`config.mk`:
```
export PLATFORM = sky130hd
export DESIGN_NAME = stopwatch_ctrl_flat
export DESIGN_NICKNAME = d
export VERILOG_FILES = /design/src/rtl/stopwatch_ctrl_if.sv /design/src/rtl/stopwatch_ctrl.sv /design/src/flat_wrapper.sv
export SDC_FILE = /design/constraint.sdc
export NUM_CORES = 1
export LEC_CHECK = 0
export CAP_MARGIN = 15
export CORE_ASPECT_RATIO = 2
export CORE_MARGIN = 5
export CORE_UTILIZATION = 45
export DETAILED_ROUTE_END_ITERATION = 8
export PLACE_DENSITY = 0.68
export SLEW_MARGIN = 10
export SYNTH_ARGS = -nofsm -noshare
export SYNTH_HDL_FRONTEND = slang
export SYNTH_SLANG_ARGS = --single-unit
```
`constraint.sdc`:
```
create_clock -name clk -period 1.5 [get_ports clk]
set_clock_uncertainty 0.1 [all_clocks]
set_input_delay 0.375 -clock clk [delete_from_list [all_inputs] [get_ports clk]]
set_output_delay 0.375 -clock clk [all_outputs]
set_load 0.02 [all_outputs]
```
`src/rtl/stopwatch_ctrl_if.sv`:
```
// Button inputs and sequencer controls between the
// stopwatch front panel and the time-counter / display logic.
interface stopwatch_ctrl_if;
    logic       btn_start;
    logic       btn_lap;
    logic       run_en;
    logic       clr;
    logic       lap_load;
    logic       disp_sel;
    logic [1:0] state;

    modport master (
        output btn_start, btn_lap,
        input  run_en, clr, lap_load, disp_sel, state
    );

    modport slave (
        input  btn_start, btn_lap,
        output run_en, clr, lap_load, disp_sel, state
    );
endinterface

```
`src/rtl/stopwatch_ctrl.sv`:
```
// Stopwatch button sequencer: sync, debounce, long-press
// detection and the IDLE/RUN/PAUSE/LAP state machine.
module stopwatch_ctrl #(
    parameter int DB_CYCLES  = 20,
    parameter int LONG_PRESS = 1000
) (
    input  logic             clk,
    input  logic             rst,
    stopwatch_ctrl_if.slave  bus
);
    localparam int DW = (DB_CYCLES > 1) ? $clog2(DB_CYCLES) : 1;
    localparam int LW = (LONG_PRESS > 2) ? $clog2(LONG_PRESS) : 1;
    localparam logic [DW-1:0] DB_LAST = DW'(DB_CYCLES - 1);
    localparam logic [LW-1:0] LP_LAST = LW'(LONG_PRESS - 1);
    localparam logic [LW-1:0] LP_FIRE = LW'(LONG_PRESS - 2);

    typedef enum logic [1:0] {
        IDLE  = 2'b00,
        RUN   = 2'b01,
        PAUSE = 2'b10,
        LAP   = 2'b11
    } state_t;

    // bit 0 = start button, bit 1 = lap button
    logic [1:0]    w_raw;
    logic [1:0]    r_s1;
    logic [1:0]    r_s2;
    logic [1:0]    r_db;
    logic [1:0]    w_db_nxt;
    logic [1:0]    r_press;
    logic [DW-1:0] r_dcnt [2];
    logic [LW-1:0] r_lcnt;
    logic          r_long;

    state_t        r_state;
    state_t        w_nxt;
    logic          w_clr;
    logic          w_ll;
    logic          r_run;
    logic          r_disp;
    logic          r_clr;
    logic          r_ll;

    assign w_raw = {bus.btn_lap, bus.btn_start};

    // Debounced level after this edge: flips once the synced level has disagreed long enough
    always_comb begin
        w_db_nxt = r_db;
        for (int i = 0; i < 2; i++) begin
            if (r_s2[i] != r_db[i] && r_dcnt[i] == DB_LAST) begin
                w_db_nxt[i] = r_s2[i];
            end
        end
    end

    // Synchronisers, debounce counters and press-event pulses
    always_ff @(posedge clk or posedge rst) begin
        if (rst) begin
            r_s1     <= '0;
            r_s2     <= '0;
            r_db     <= '0;
            r_press  <= '0;
            r_dcnt[0] <= '0;
            r_dcnt[1] <= '0;
        end else begin
            r_s1    <= w_raw;
            r_s2    <= r_s1;
            r_db    <= w_db_nxt;
            r_press <= w_db_nxt & ~r_db;
            for (int i = 0; i < 2; i++) begin
                if (r_s2[i] == r_db[i] || r_dcnt[i] == DB_LAST) begin
                    r_dcnt[i] <= '0;
                end else begin
                    r_dcnt[i] <= r_dcnt[i] + 1'b1;
                end
            end
        end
    end

    // Long-press timer on debounced start; saturates so it fires once per hold
    always_ff @(posedge clk or posedge rst) begin
        if (rst) begin
            r_lcnt <= '0;
            r_long <= 1'b0;
        end else begin
            if (!r_db[0]) begin
                r_lcnt <= '0;
            end else if (r_lcnt != LP_LAST) begin
                r_lcnt <= r_lcnt + 1'b1;
            end
            r_long <= r_db[0] & w_db_nxt[0] & (r_lcnt == LP_FIRE);
        end
    end

    // Next state with priority long > start > lap; losers are dropped
    always_comb begin
        w_nxt = r_state;
        w_clr = 1'b0;
        w_ll  = 1'b0;
        if (r_long) begin
            w_nxt = IDLE;
            w_clr = 1'b1;
        end else if (r_press[0]) begin
            unique case (r_state)
                IDLE:  w_nxt = RUN;
                RUN:   w_nxt = PAUSE;
                PAUSE: w_nxt = RUN;
                LAP:   w_nxt = PAUSE;
            endcase
        end else if (r_press[1]) begin
            unique case (r_state)
                IDLE:  w_nxt = IDLE;
                RUN: begin
                    w_nxt = LAP;
                    w_ll  = 1'b1;
                end
                PAUSE: begin
                    w_nxt = IDLE;
                    w_clr = 1'b1;
                end
                LAP:   w_nxt = RUN;
            endcase
        end
    end

    // State register with registered control outputs
    always_ff @(posedge clk or posedge rst) begin
        if (rst) begin
            r_state <= IDLE;
            r_run   <= 1'b0;
            r_disp  <= 1'b0;
            r_clr   <= 1'b0;
            r_ll    <= 1'b0;
        end else begin
            r_state <= w_nxt;
            r_run   <= (w_nxt == RUN) || (w_nxt == LAP);
            r_disp  <= (w_nxt == LAP);
            r_clr   <= w_clr;
            r_ll    <= w_ll;
        end
    end

    assign bus.state    = r_state;
    assign bus.run_en   = r_run;
    assign bus.disp_sel = r_disp;
    assign bus.clr      = r_clr;
    assign bus.lap_load = r_ll;
endmodule

```
`src/flat_wrapper.sv`:
```
// flat-port wrapper written by rule: the top's interface ports become plain ports
module stopwatch_ctrl_flat 
#(
    parameter int DB_CYCLES  = 20,
    parameter int LONG_PRESS = 1000
)
  (clk, rst, bus_btn_start, bus_btn_lap, bus_run_en, bus_clr, bus_lap_load, bus_disp_sel, bus_state);
  stopwatch_ctrl_if bus_i ();
  input  logic clk;
  input  logic rst;
  input wire logic [$bits(bus_i.btn_start)-1:0] bus_btn_start;
  input wire logic [$bits(bus_i.btn_lap)-1:0] bus_btn_lap;
  output wire logic [$bits(bus_i.run_en)-1:0] bus_run_en;
  output wire logic [$bits(bus_i.clr)-1:0] bus_clr;
  output wire logic [$bits(bus_i.lap_load)-1:0] bus_lap_load;
  output wire logic [$bits(bus_i.disp_sel)-1:0] bus_disp_sel;
  output wire logic [$bits(bus_i.state)-1:0] bus_state;
  assign bus_i.btn_start = bus_btn_start;
  assign bus_i.btn_lap = bus_btn_lap;
  assign bus_run_en = bus_i.run_en;
  assign bus_clr = bus_i.clr;
  assign bus_lap_load = bus_i.lap_load;
  assign bus_disp_sel = bus_i.disp_sel;
  assign bus_state = bus_i.state;
  stopwatch_ctrl #(.DB_CYCLES(DB_CYCLES), .LONG_PRESS(LONG_PRESS)) u_core (.clk(clk), .rst(rst), .bus(bus_i));
endmodule
```
==> results of run 1 <==
routing by layer:
metal / vias to the layer above / wire length (um) / track usage, %
met5: - / 0 / 0
met4: 0 / 42 / 8.54
met3: 5 / 74 / 2.93
met2: 15 / 1580 / 22.7
met1: 520 / 1050 / 14.7
li1: 512 / - / -
per-stage QoR:
step                setup WS [ns]  cell area [sq um]
detailed placement       -0.00639               1760
CTS                        0.0248               1870
global placement           0.0543               1760
global route             0.000354               1930
floorplan                  0.0233               1530
finish                     0.0448               1930
timing repair:
action / 4_1_cts / 5_1_grt
pin swaps: 0 / 6
resized for setup: 8 / 9
endpoints found under the setup margin: 8 / 8
setup buffers: 0 / 3
hold endpoints to repair: 0 / 0
cells in the mapped netlist:
| master | n |
|---|---|
| sky130_fd_sc_hd__nand2_1 | 10 |
| sky130_fd_sc_hd__a211oi_1 | 1 |
| sky130_fd_sc_hd__a21oi_1 | 1 |
| sky130_fd_sc_hd__a21boi_1 | 5 |
| sky130_fd_sc_hd__mux2i_1 | 2 |
| sky130_fd_sc_hd__nand3b_1 | 1 |
| sky130_fd_sc_hd__a21boi_0 | 1 |
| sky130_fd_sc_hd__nor4_2 | 1 |
| sky130_fd_sc_hd__or4_1 | 4 |
| sky130_fd_sc_hd__and3_1 | 2 |
| sky130_fd_sc_hd__a41o_1 | 1 |
| sky130_fd_sc_hd__inv_1 | 5 |
| sky130_fd_sc_hd__o31ai_1 | 4 |
| sky130_fd_sc_hd__nand4_2 | 1 |
| sky130_fd_sc_hd__ha_1 | 4 |
| sky130_fd_sc_hd__and2_1 | 1 |
| sky130_fd_sc_hd__nor2_1 | 11 |
| sky130_fd_sc_hd__nor2b_1 | 1 |
| sky130_fd_sc_hd__dfrtp_1 | 35 |
| sky130_fd_sc_hd__a31oi_1 | 1 |
| sky130_fd_sc_hd__o21ai_0 | 4 |
| sky130_fd_sc_hd__nand3_4 | 1 |
| sky130_fd_sc_hd__mux2_2 | 2 |
| sky130_fd_sc_hd__nor4_1 | 1 |
| sky130_fd_sc_hd__nand4bb_1 | 2 |
| sky130_fd_sc_hd__or3_1 | 2 |
| sky130_fd_sc_hd__xnor2_1 | 4 |
| sky130_fd_sc_hd__nand2_2 | 1 |
| sky130_fd_sc_hd__clkbuf_1 | 1 |
| sky130_fd_sc_hd__xor2_1 | 6 |
| sky130_fd_sc_hd__nand3_1 | 7 |
| sky130_fd_sc_hd__nor3b_1 | 3 |
| sky130_fd_sc_hd__nand2b_1 | 2 |
| sky130_fd_sc_hd__and4b_2 | 1 |
placed cells by master (no fill, tap or decap), drive strengths merged, types with 2 or more instances in the layout:
cell type	Yosys	routed
xor2	6	6
dlygate4sd2	0	6
mux2	2	2
xnor2	4	4
clkdlybuf4s50	0	3
nand2	11	11
or3	2	2
nand3	8	8
nand4bb	2	2
dfrtp	35	35
or4	4	4
buf	0	15
nor4	2	2
nor2	11	11
nor3b	3	3
inv	5	5
and3	2	2
a21boi	6	6
clkbuf	1	6
nand2b	2	2
ha	4	4
o21ai	4	4
o31ai	4	4
mux2i	2	2
power by group through the flow:
| stage | combinational, W | sequential (W) | clock (W) |
|---|---|---|---|
| 2_1_floorplan | 0.0000382 | 0.000990 | 0 |
| 3_3_place_gp | 0.0000613 | 0.000992 | 0 |
| 3_5_place_dp | 0.0000636 | 0.000994 | 0 |
| 4_1_cts | 0.0000639 | 0.000975 | 0.000895 |
| 5_1_grt | 0.0000709 | 0.000978 | 0.000926 |
| 6_report | 0.0000610 | 0.000975 | 0.000877 |
layout make-up:
class | count | share of cell area, %
Sequential cell | 35 | 45.6
Clock inverter | 2 | 1.81
Timing Repair Buffer | 24 | 10.8
Multi-Input combinational cell | 88 | 34.5
Clock buffer | 6 | 4.28
Tap cell | 32 | 2.07
Inverter | 5 | 0.972
sequential cells by signal (all words and copies together) (netlist names):
name,flops
u_core.bus.clr,1
u_core.bus.disp_sel,1
u_core.bus.lap_load,1
u_core.bus.run_en,1
u_core.bus.state,2
u_core.r_db,2
u_core.r_dcnt,10
u_core.r_lcnt,10
u_core.r_long,1
u_core.r_press,2
u_core.r_s1,2
u_core.r_s2,2
worst min-delay path by stage:
| stage | from | to |
|---|---|---|
| floorplan | u_core.r_s1[0] | u_core.r_s2[0] |
| finish | u_core.r_s1[0] | u_core.r_s2[0] |
| global placement | u_core.r_s1[1] | u_core.r_s2[1] |
| CTS | u_core.r_s1[0] | u_core.r_s2[0] |
| global route | u_core.r_s1[1] | u_core.r_s2[1] |
| detailed placement | u_core.r_s1[0] | u_core.r_s2[0] |
cell families (layout without fill, tap and decap cells):
kind of cell | Yosys count | after routing | share of synthesized area (%)
xor+xnor | 10 | 10 | 5.78
simple gates | 52 | 52 | 20.6
flops | 35 | 35 | 57.8
fa+ha+maj | 4 | 4 | 3.30
mux | 4 | 4 | 2.81
compound gates | 18 | 18 | 8.18
buf+inv | 6 | 37 | 1.49
==> impl_metrics.tcl, run 1 <==
set metrics [dict create \
    run_status "completed" \
    ctsHoldBuffers 0 \
    synth_area_sq_um 1520 \
    pin_count_of_the_biggest_net_entering_global_routing 36 \
    timing.critical_path.from_type "flip-flop" \
    worst_r2r_startpoint "u_core.r_lcnt[1]" \
    power_switching_share_pct 20.1 \
    cts.reportedPaths.clkPinSlew_ns 0.07 \
    worst_path_fanout_max 6 \
    cp_cell_sequence "buf_4 -> nand3_4 -> or4_1 -> a21boi_1" \
    cts_root_buf "sky130_fd_sc_hd__clkbuf_8" \
    setup-violations-final 0 \
    totalWireLength_mm 2.75 \
    grt.total_usage_pct 13.5 \
    cts_buffers 5 \
    synth_seq_cells 35 \
    power_frac_seq_pct 51.0 \
    unrepaired_setup_endpoints_after_global_routing "false" \
    vdd.ir_drop.worst_v 0.000804 \
    fp.coreArea_sq_um 3340 \
    timing.final.max_slew_violations 0 \
    clock_insertion_delay_worst_skew_ns 0.28 \
    area_of_the_multi_input_gates_sq_um 666 \
    die-height_um 92.1 \
    intPower_w 0.00153 \
    cts_tree "built" \
    io_pins 10 \
    ff_latch_area_sq_um 881 \
    detail_route.iter0.violations 24 \
    min-delay-path-class "flip-flop to flip-flop" \
    worst_setup_path_type "flip-flop to flip-flop" \
    synth_fp_nets 137 \
    io_buffers 9 \
    dp_cells 181 \
    worstSetupEndpointType "flip-flop" \
    synthDominantAreaCellType "sky130_fd_sc_hd__dfrtp_1" \
    netlist_instances 129 \
    p_switching_w 0.000384 \
    synth.lib_cells_used.distinct 34 \
    max_freq_ghz 0.687 \
    cts.sink_count 35 \
    fin_util_pct 57.8 \
    synth_warn 0 \
    route.detailed.vias_per_inst 5.48 \
    initial_core_util_pct 45.4 \
    master_of_the_slowest_instance_on_the_critical_path "sky130_fd_sc_hd__or4_1" \
    critical-path-max-stage-delay_ns 0.51 \
    crit_end "u_core.r_lcnt[7]" \
    crit_start "u_core.r_lcnt[1]" \
    path_delay_family "simple AND/OR/NAND/NOR gates" \
    combPwrFrac_pct 3.2 \
    max_cap_violations 0 \
    via_count_of_the_first_global_routing_pass 1075 \
    worstPathRequired_ns 1.60 \
    flop_to_flop_setup_slack_ns 0.04 \
    count_of_cells_along_the_worst_hold_path 0 \
    post_route_total_power_w 0.00191 \
    gr-total-overflow 0 \
    clock_power_share_pct 45.8 \
    final-instance-count-excl-fill 192 \
    tns_ns 0 \
    dieWidth_um 51.0 \
    die_area_sq_um 4700 \
    finalWorstPathRequiredPeriod_ns 1.46 \
    drt_drc_violations_left 0 \
    worst_pin_slew_ns 0.482 \
    dp_hpwl_mm 1.97 \
    finish.net_count 167 \
    number_of_antenna_violations_at_the_first_check_in_global_routing 0 \
    total_leakage_power_nw 0.888 \
    post-synth-top-area-fraction_pct 57.8 \
    clk_path_buf_depth 2 \
    dr.pass1.iters 4 \
    layout-drive-gt1-share_pct 23.8 \
    r2r_cells 4 \
    synth_top_cells_by_area "sky130_fd_sc_hd__dfrtp_1, sky130_fd_sc_hd__xor2_1, sky130_fd_sc_hd__ha_1, sky130_fd_sc_hd__nor2_1, sky130_fd_sc_hd__a21boi_1" \
    worst_case_headroom_to_the_max_slew_limit_pct 67.9 \
    final_min_period_over_clock_period_pct 97.0 \
    worst-path-buf-inv 1 \
    num_antenna_cells 0 \
    postSynthAreaPerCell_sq_um 11.7 \
    pwr_density_cell_nw_per_um2 991 \
    grt_first_pass_wirelength_mm 4.75 \
    route.antenna.remaining_nets 0 \
    synth.yosys.seq_area_share_pct 57.8 \
    route.detailed.wl_per_inst_um 14.3 \
    vias 1052 \
    cts_htree_levels 2 \
    finalHoldViolations 0 \
    worstReg2RegEnd "u_core.r_lcnt[7]" \
    fillers 283 \
    place_congestion 0.802 \
    path_depth 4 \
    floorplan.rows 30 \
    area_delta_synth_final_pct 27.4 \
    worst_ep_arrival_time_ns 1.56 \
    worst_hold_margin_ns 0.251 \
]
No activity file was read; power rests on OpenSTA's default activity.
==> run 2: changes to the inputs <==
--- a/config.mk
+++ b/config.mk
@@ -10,7 +10,7 @@
 export CORE_MARGIN = 5
 export CORE_UTILIZATION = 45
 export DETAILED_ROUTE_END_ITERATION = 8
-export PLACE_DENSITY = 0.68
+export PLACE_DENSITY = 0.65
 export SLEW_MARGIN = 10
 export SYNTH_ARGS = -nofsm -noshare
 export SYNTH_HDL_FRONTEND = slang
==> constraint.sdc (replaced) <==
create_clock -name clk -period 1.8 [get_ports clk]
set_clock_uncertainty 0.1 [all_clocks]
set_input_delay 0.45 -clock clk [delete_from_list [all_inputs] [get_ports clk]]
set_output_delay 0.45 -clock clk [all_outputs]
set_load 0.02 [all_outputs]
==> run 2 against run 1 <==
Compared with the run above:
- non-clock buffer count fell by 14
- clock-buffer cell count did not move
- design area fell by 10%
- critical endpoint is now bus_run_en
==> impl_metrics.tcl, run 2 (synthesis gave the netlist of run 1 again) <==
set metrics [dict create \
    run_status "completed" \
    detail_route.iter0.violations 20 \
    vias 992 \
    io_buffers 9 \
    dp_hpwl_mm 1.78 \
    worst-path-buf-inv 1 \
    cts_buffers 5 \
    ff_latch_area_sq_um 876 \
    pin_count_of_the_biggest_net_entering_global_routing 36 \
    totalWireLength_mm 2.48 \
    mostFrequentLayoutCells "sky130_fd_sc_hd__dfrtp_1, sky130_fd_sc_hd__nor2_1, sky130_fd_sc_hd__nand2_1" \
    route.detailed.vias_per_inst 5.64 \
    worst_ep_arrival_time_ns 1.20 \
    worst_path_fanout_max 1 \
    grt.total_usage_pct 12.5 \
    max_cap_violations 0 \
    timing.final.max_slew_violations 0 \
    finish.net_count 153 \
    layout-drive-gt1-share_pct 9.03 \
    grt_first_pass_wirelength_mm 4.35 \
    route.detailed.wl_per_inst_um 14.1 \
    cts.sink_count 35 \
    fp.coreArea_sq_um 3340 \
    drt_drc_violations_left 0 \
    clk_path_buf_depth 2 \
    cp_cell_sequence "clkdlybuf4s50_1" \
    dieWidth_um 51.0 \
    initial_core_util_pct 45.4 \
    unrepaired_setup_endpoints_after_global_routing "false" \
    total_leakage_power_nw 0.754 \
    fin_util_pct 51.8 \
    gr-total-overflow 0 \
    cts_htree_levels 2 \
    worst_setup_path_type "flip-flop to output port" \
    clock_insertion_delay_worst_skew_ns 0.28 \
    cts.reportedPaths.clkPinSlew_ns 0.06 \
    critical-path-max-stage-delay_ns 0.60 \
    final_common_cell "sky130_fd_sc_hd__dfrtp_1" \
    dr.pass1.iters 4 \
    finalHoldViolations 0 \
    timing.critical_path.from_type "flip-flop" \
    cts_root_buf "sky130_fd_sc_hd__clkbuf_8" \
    max_freq_ghz 0.572 \
    via_count_of_the_first_global_routing_pass 1055 \
    area_delta_synth_final_pct 14.3 \
    pwr_density_cell_nw_per_um2 788 \
    tns_ns 0 \
    worst_case_headroom_to_the_max_slew_limit_pct 69.8 \
    vdd.ir_drop.worst_v 0.000522 \
    master_of_the_slowest_instance_on_the_critical_path "sky130_fd_sc_hd__clkdlybuf4s50_1" \
    number_of_antenna_violations_at_the_first_check_in_global_routing 0 \
    min-delay-path-class "flip-flop to flip-flop" \
    fillers 284 \
    route.antenna.remaining_nets 0 \
    cts_tree "built" \
    num_antenna_cells 0 \
    biggestRegsByFlops "u_core.r_dcnt: 10 flops, u_core.r_lcnt: 10 flops" \
    die_area_sq_um 4700 \
    area_of_the_multi_input_gates_sq_um 617 \
    floorplan.rows 30 \
    die-height_um 92.1 \
    worst_pin_slew_ns 0.454 \
    worstSetupEndpointType "output port" \
    final_min_period_over_clock_period_pct 97.1 \
    path_delay_family "buffers and inverters" \
    setup-violations-final 0 \
    finalWorstPathRequiredPeriod_ns 1.75 \
    post_cts.repair.setup_buffers 0 \
    io_pins 10 \
    worstPathRequired_ns 1.25 \
    place_congestion 0.790 \
]
==> run 2: cell count changes in the layout (fill, tap and decap cells not counted), moves of 4 or more <==
cell,change
sky130_fd_sc_hd__buf_4,-14
sky130_fd_sc_hd__clkdlybuf4s50_1,+4
sky130_fd_sc_hd__dfrtp_1,+4
sky130_fd_sc_hd__dfrtp_2,-4
sky130_fd_sc_hd__dlygate4sd2_1,-4
==> run 2: layout make-up <==
type	count	share of cell area, %
clock buffers	6	4.19
inverters	5	1.08
multi-input cells	88	35.6
flip-flops and latches	35	50.6
well taps	32	2.31
repair buffers	10	6.21
==> run 2: worst paths after layout <==
path                                   startpoint               end  slack, ns  cells after the start
worst max-delay path            u_core.bus.run_en        bus_run_en       0.05                      1
worst min-delay path               u_core.r_s1[1]    u_core.r_s2[1]       0.25                      0
worst max register to register   u_core.r_lcnt[1]  u_core.r_lcnt[6]       0.14                      4
worst min register to register     u_core.r_s1[1]    u_core.r_s2[1]       0.25                      0
max in group asynchronous                     rst  u_core.r_dcnt[0]       1.00                      3
min in group asynchronous                     rst  u_core.r_lcnt[6]       0.42                      3
==> run 2: layer usage <==
| layer | GRT usage [%] | up-vias | wire length [um] |
|---|---|---|---|
| met3 | 3.90 | 8 | 93 |
| met4 | 8.09 | 0 | 87 |
| met1 | 11.9 | 484 | 985 |
| met2 | 21.9 | 17 | 1320 |
| met5 | 0 | - | 0 |
| li1 | - | 483 | - |
==> run 2: per-stage QoR <==
| stage | cells | hold slack, ns | area, sq um | setup slack, ns | total power [W] |
|---|---|---|---|---|---|
| global route | 176 | 0.259 | 1730 | 0.00241 | 0.00143 |
| finish | 176 | 0.252 | 1730 | 0.0524 | 0.00137 |
| floorplan | 129 | 0.231 | 1520 | 0.274 | 0.000857 |
| detailed placement | 170 | 0.239 | 1660 | 0.141 | 0.000879 |
| global placement | 170 | 0.234 | 1660 | 0.222 | 0.000876 |
| CTS | 176 | 0.254 | 1730 | 0.0337 | 0.00139 |
==> run 2: where the power goes <==
group,internal (W),leakage (nW),switching (W)
Sequential,0.000802,0.475,0.0000105
Clock,0.000257,0.0371,0.000246
Combinational,0.0000229,0.243,0.0000266
Total,0.00108,0.754,0.000283
==> run 2: what timing repair did <==
action,in CTS,in global routing
hold buffers,0,0
gates resized for setup,2,0
endpoints found under the setup margin,2,0
endpoints found under the hold margin,0,0
==> run 3: changes to the inputs <==
--- a/config.mk
+++ b/config.mk
@@ -9,6 +9,7 @@
 export CORE_ASPECT_RATIO = 2
 export CORE_MARGIN = 5
 export CORE_UTILIZATION = 45
+export CTS_BUF_LIST = sky130_fd_sc_hd__clkbuf_4 sky130_fd_sc_hd__clkbuf_8 sky130_fd_sc_hd__clkbuf_16
 export DETAILED_ROUTE_END_ITERATION = 8
 export PLACE_DENSITY = 0.65
 export SLEW_MARGIN = 10
==> run 3 against run 2 <==
Compared with the run above:
- critical path depth unchanged
- design area up 0.22%
- combinational power hardly changed
- sequential power hardly changed
- routed wire length is 0.28% higher
- sequential cell count unchanged
- register-to-register slack about the same
- worst hold slack unchanged
- clock power is 3% higher
- first-iteration DRC count is 15% lower
- highest routed layer unchanged
- critical endpoint unchanged
==> impl_metrics.tcl, run 3 (synthesis gave the netlist of run 1 again) <==
set metrics [dict create \
    cts_htree_levels 2 \
    finalHoldViolations 0 \
    worstPathRequired_ns 1.25 \
    fin_util_pct 51.9 \
    worst_pin_slew_ns 0.453 \
    run_status "completed" \
    vias 992 \
    die-height_um 92.1 \
    path_depth 1 \
    finalWorstPathRequiredPeriod_ns 1.75 \
    max_freq_ghz 0.572 \
    route.detailed.wl_per_inst_um 14.1 \
    pin_count_of_the_biggest_net_entering_global_routing 36 \
    cp_cell_sequence "clkdlybuf4s50_1" \
    pwr_density_cell_nw_per_um2 795 \
    route.antenna.remaining_nets 0 \
    critical-path-max-stage-delay_ns 0.60 \
    setup-violations-final 0 \
    floorplan.rows 30 \
    finish.net_count 153 \
    clk_path_buf_depth 2 \
    detail_route.iter0.violations 17 \
    max_cap_violations 0 \
    dp_hpwl_mm 1.78 \
    post_route_total_power_w 0.00138 \
    post_cts.repair.setup_buffers 0 \
    final_common_cell "sky130_fd_sc_hd__dfrtp_1" \
    via_count_of_the_first_global_routing_pass 1055 \
    dp_cells 170 \
    worst_case_headroom_to_the_max_slew_limit_pct 69.8 \
    vdd.ir_drop.worst_v 0.000520 \
    cts.reportedPaths.clkPinSlew_ns 0.06 \
    cts_tree "built" \
    route.detailed.vias_per_inst 5.64 \
    min-delay-path-class "flip-flop to flip-flop" \
    fillers 285 \
    gr-total-overflow 0 \
    biggestRegsByFlops "u_core.r_dcnt: 10 flops, u_core.r_lcnt: 10 flops" \
    layout-drive-gt1-share_pct 9.72 \
    number_of_antenna_violations_at_the_first_check_in_global_routing 0 \
    die_area_sq_um 4700 \
    worst_setup_path_type "flip-flop to output port" \
    totalWireLength_mm 2.49 \
    count_of_cells_along_the_worst_hold_path 0 \
    worst-path-buf-inv 1 \
    dr.pass1.iters 4 \
    tns_ns 0 \
    unrepaired_setup_endpoints_after_global_routing "false" \
    drt_drc_violations_left 0 \
    worst_ep_arrival_time_ns 1.20 \
    worst_hold_margin_ns 0.252 \
    worst_path_fanout_max 1 \
    dieWidth_um 51.0 \
    path_delay_family "buffers and inverters" \
    final_min_period_over_clock_period_pct 97.1 \
    worstSetupEndpointType "output port" \
    timing.critical_path.from_type "flip-flop" \
    cts_buffers 5 \
    clock_insertion_delay_worst_skew_ns 0.28 \
    place_congestion 0.790 \
    r2r_cells 4 \
    io_pins 10 \
    fp.coreArea_sq_um 3340 \
    num_antenna_cells 0 \
    grt_first_pass_wirelength_mm 4.39 \
    mostFrequentLayoutCells "sky130_fd_sc_hd__dfrtp_1, sky130_fd_sc_hd__nor2_1, sky130_fd_sc_hd__nand2_1" \
    timing.final.max_slew_violations 0 \
    cts_root_buf "sky130_fd_sc_hd__clkbuf_8" \
    area_delta_synth_final_pct 14.5 \
    final-instance-count-excl-fill 176 \
    master_of_the_slowest_instance_on_the_critical_path "sky130_fd_sc_hd__clkdlybuf4s50_1" \
    cts.sink_count 35 \
    io_buffers 9 \
    total_leakage_power_nw 0.758 \
    initial_core_util_pct 45.4 \
    grt.total_usage_pct 12.5 \
]
[run 3: cell types whose count changed in the layout (fill, tap and decap cells not counted)]
cell	change
sky130_fd_sc_hd__clkbuf_4	+1
sky130_fd_sc_hd__clkbuf_1	-1
[run 3: through the flow]
stage / setup slack [ns] / instance area (sq um)
final: 0.0525 / 1740
after floorplan: 0.274 / 1520
after detailed placement: 0.141 / 1660
after CTS: 0.0311 / 1740
after global routing: 0.00132 / 1740
after global placement: 0.222 / 1660
[run 3: layout make-up]
class	instances	area, sq um	share of cell area (%)
tap	32	40.0	2.31
clock buffer	6	76.3	4.40
inverter	5	18.8	1.08
timing repair buffer	10	108	6.20
sequential	35	876	50.5
multi-input combinational	88	617	35.5
[run 3: metal layers]
layer | GRT usage [%] | routed length (um) | vias to the layer above | part of all wire, %
li1 | - | - | 483 | -
met5 | 0 | 0 | - | 0
met4 | 8.09 | 67 | 0 | 2.7
met1 | 12.2 | 991 | 483 | 40
met3 | 3.90 | 93 | 7 | 3.7
met2 | 21.9 | 1340 | 19 | 54
[run 3: path summary, 6_finish.rpt]
| check | from | end | slack, ns |
|---|---|---|---|
| min in group asynchronous | rst | u_core.r_lcnt[6] | 0.43 |
| max reg2reg | u_core.r_lcnt[1] | u_core.r_lcnt[6] | 0.14 |
| max in group asynchronous | rst | u_core.r_lcnt[1] | 1.00 |
| min | u_core.r_s1[1] | u_core.r_s2[1] | 0.25 |
| max | u_core.bus.run_en | bus_run_en | 0.05 |
| min reg2reg | u_core.r_s1[1] | u_core.r_s2[1] | 0.25 |
[run 3: what timing repair did]
item,4_1_cts,5_1_grt
endpoints found under the hold margin,0,0
setup endpoints to repair,2,0
hold buffers,0,0
resized for setup,2,0
[run 3: power breakdown]
group	switching [W]	total [W]	internal, W	leakage (nW)
combinational	0.0000266	0.0000495	0.0000229	0.243
clock	0.000245	0.000518	0.000272	0.0406
sequential	0.0000105	0.000813	0.000802	0.475
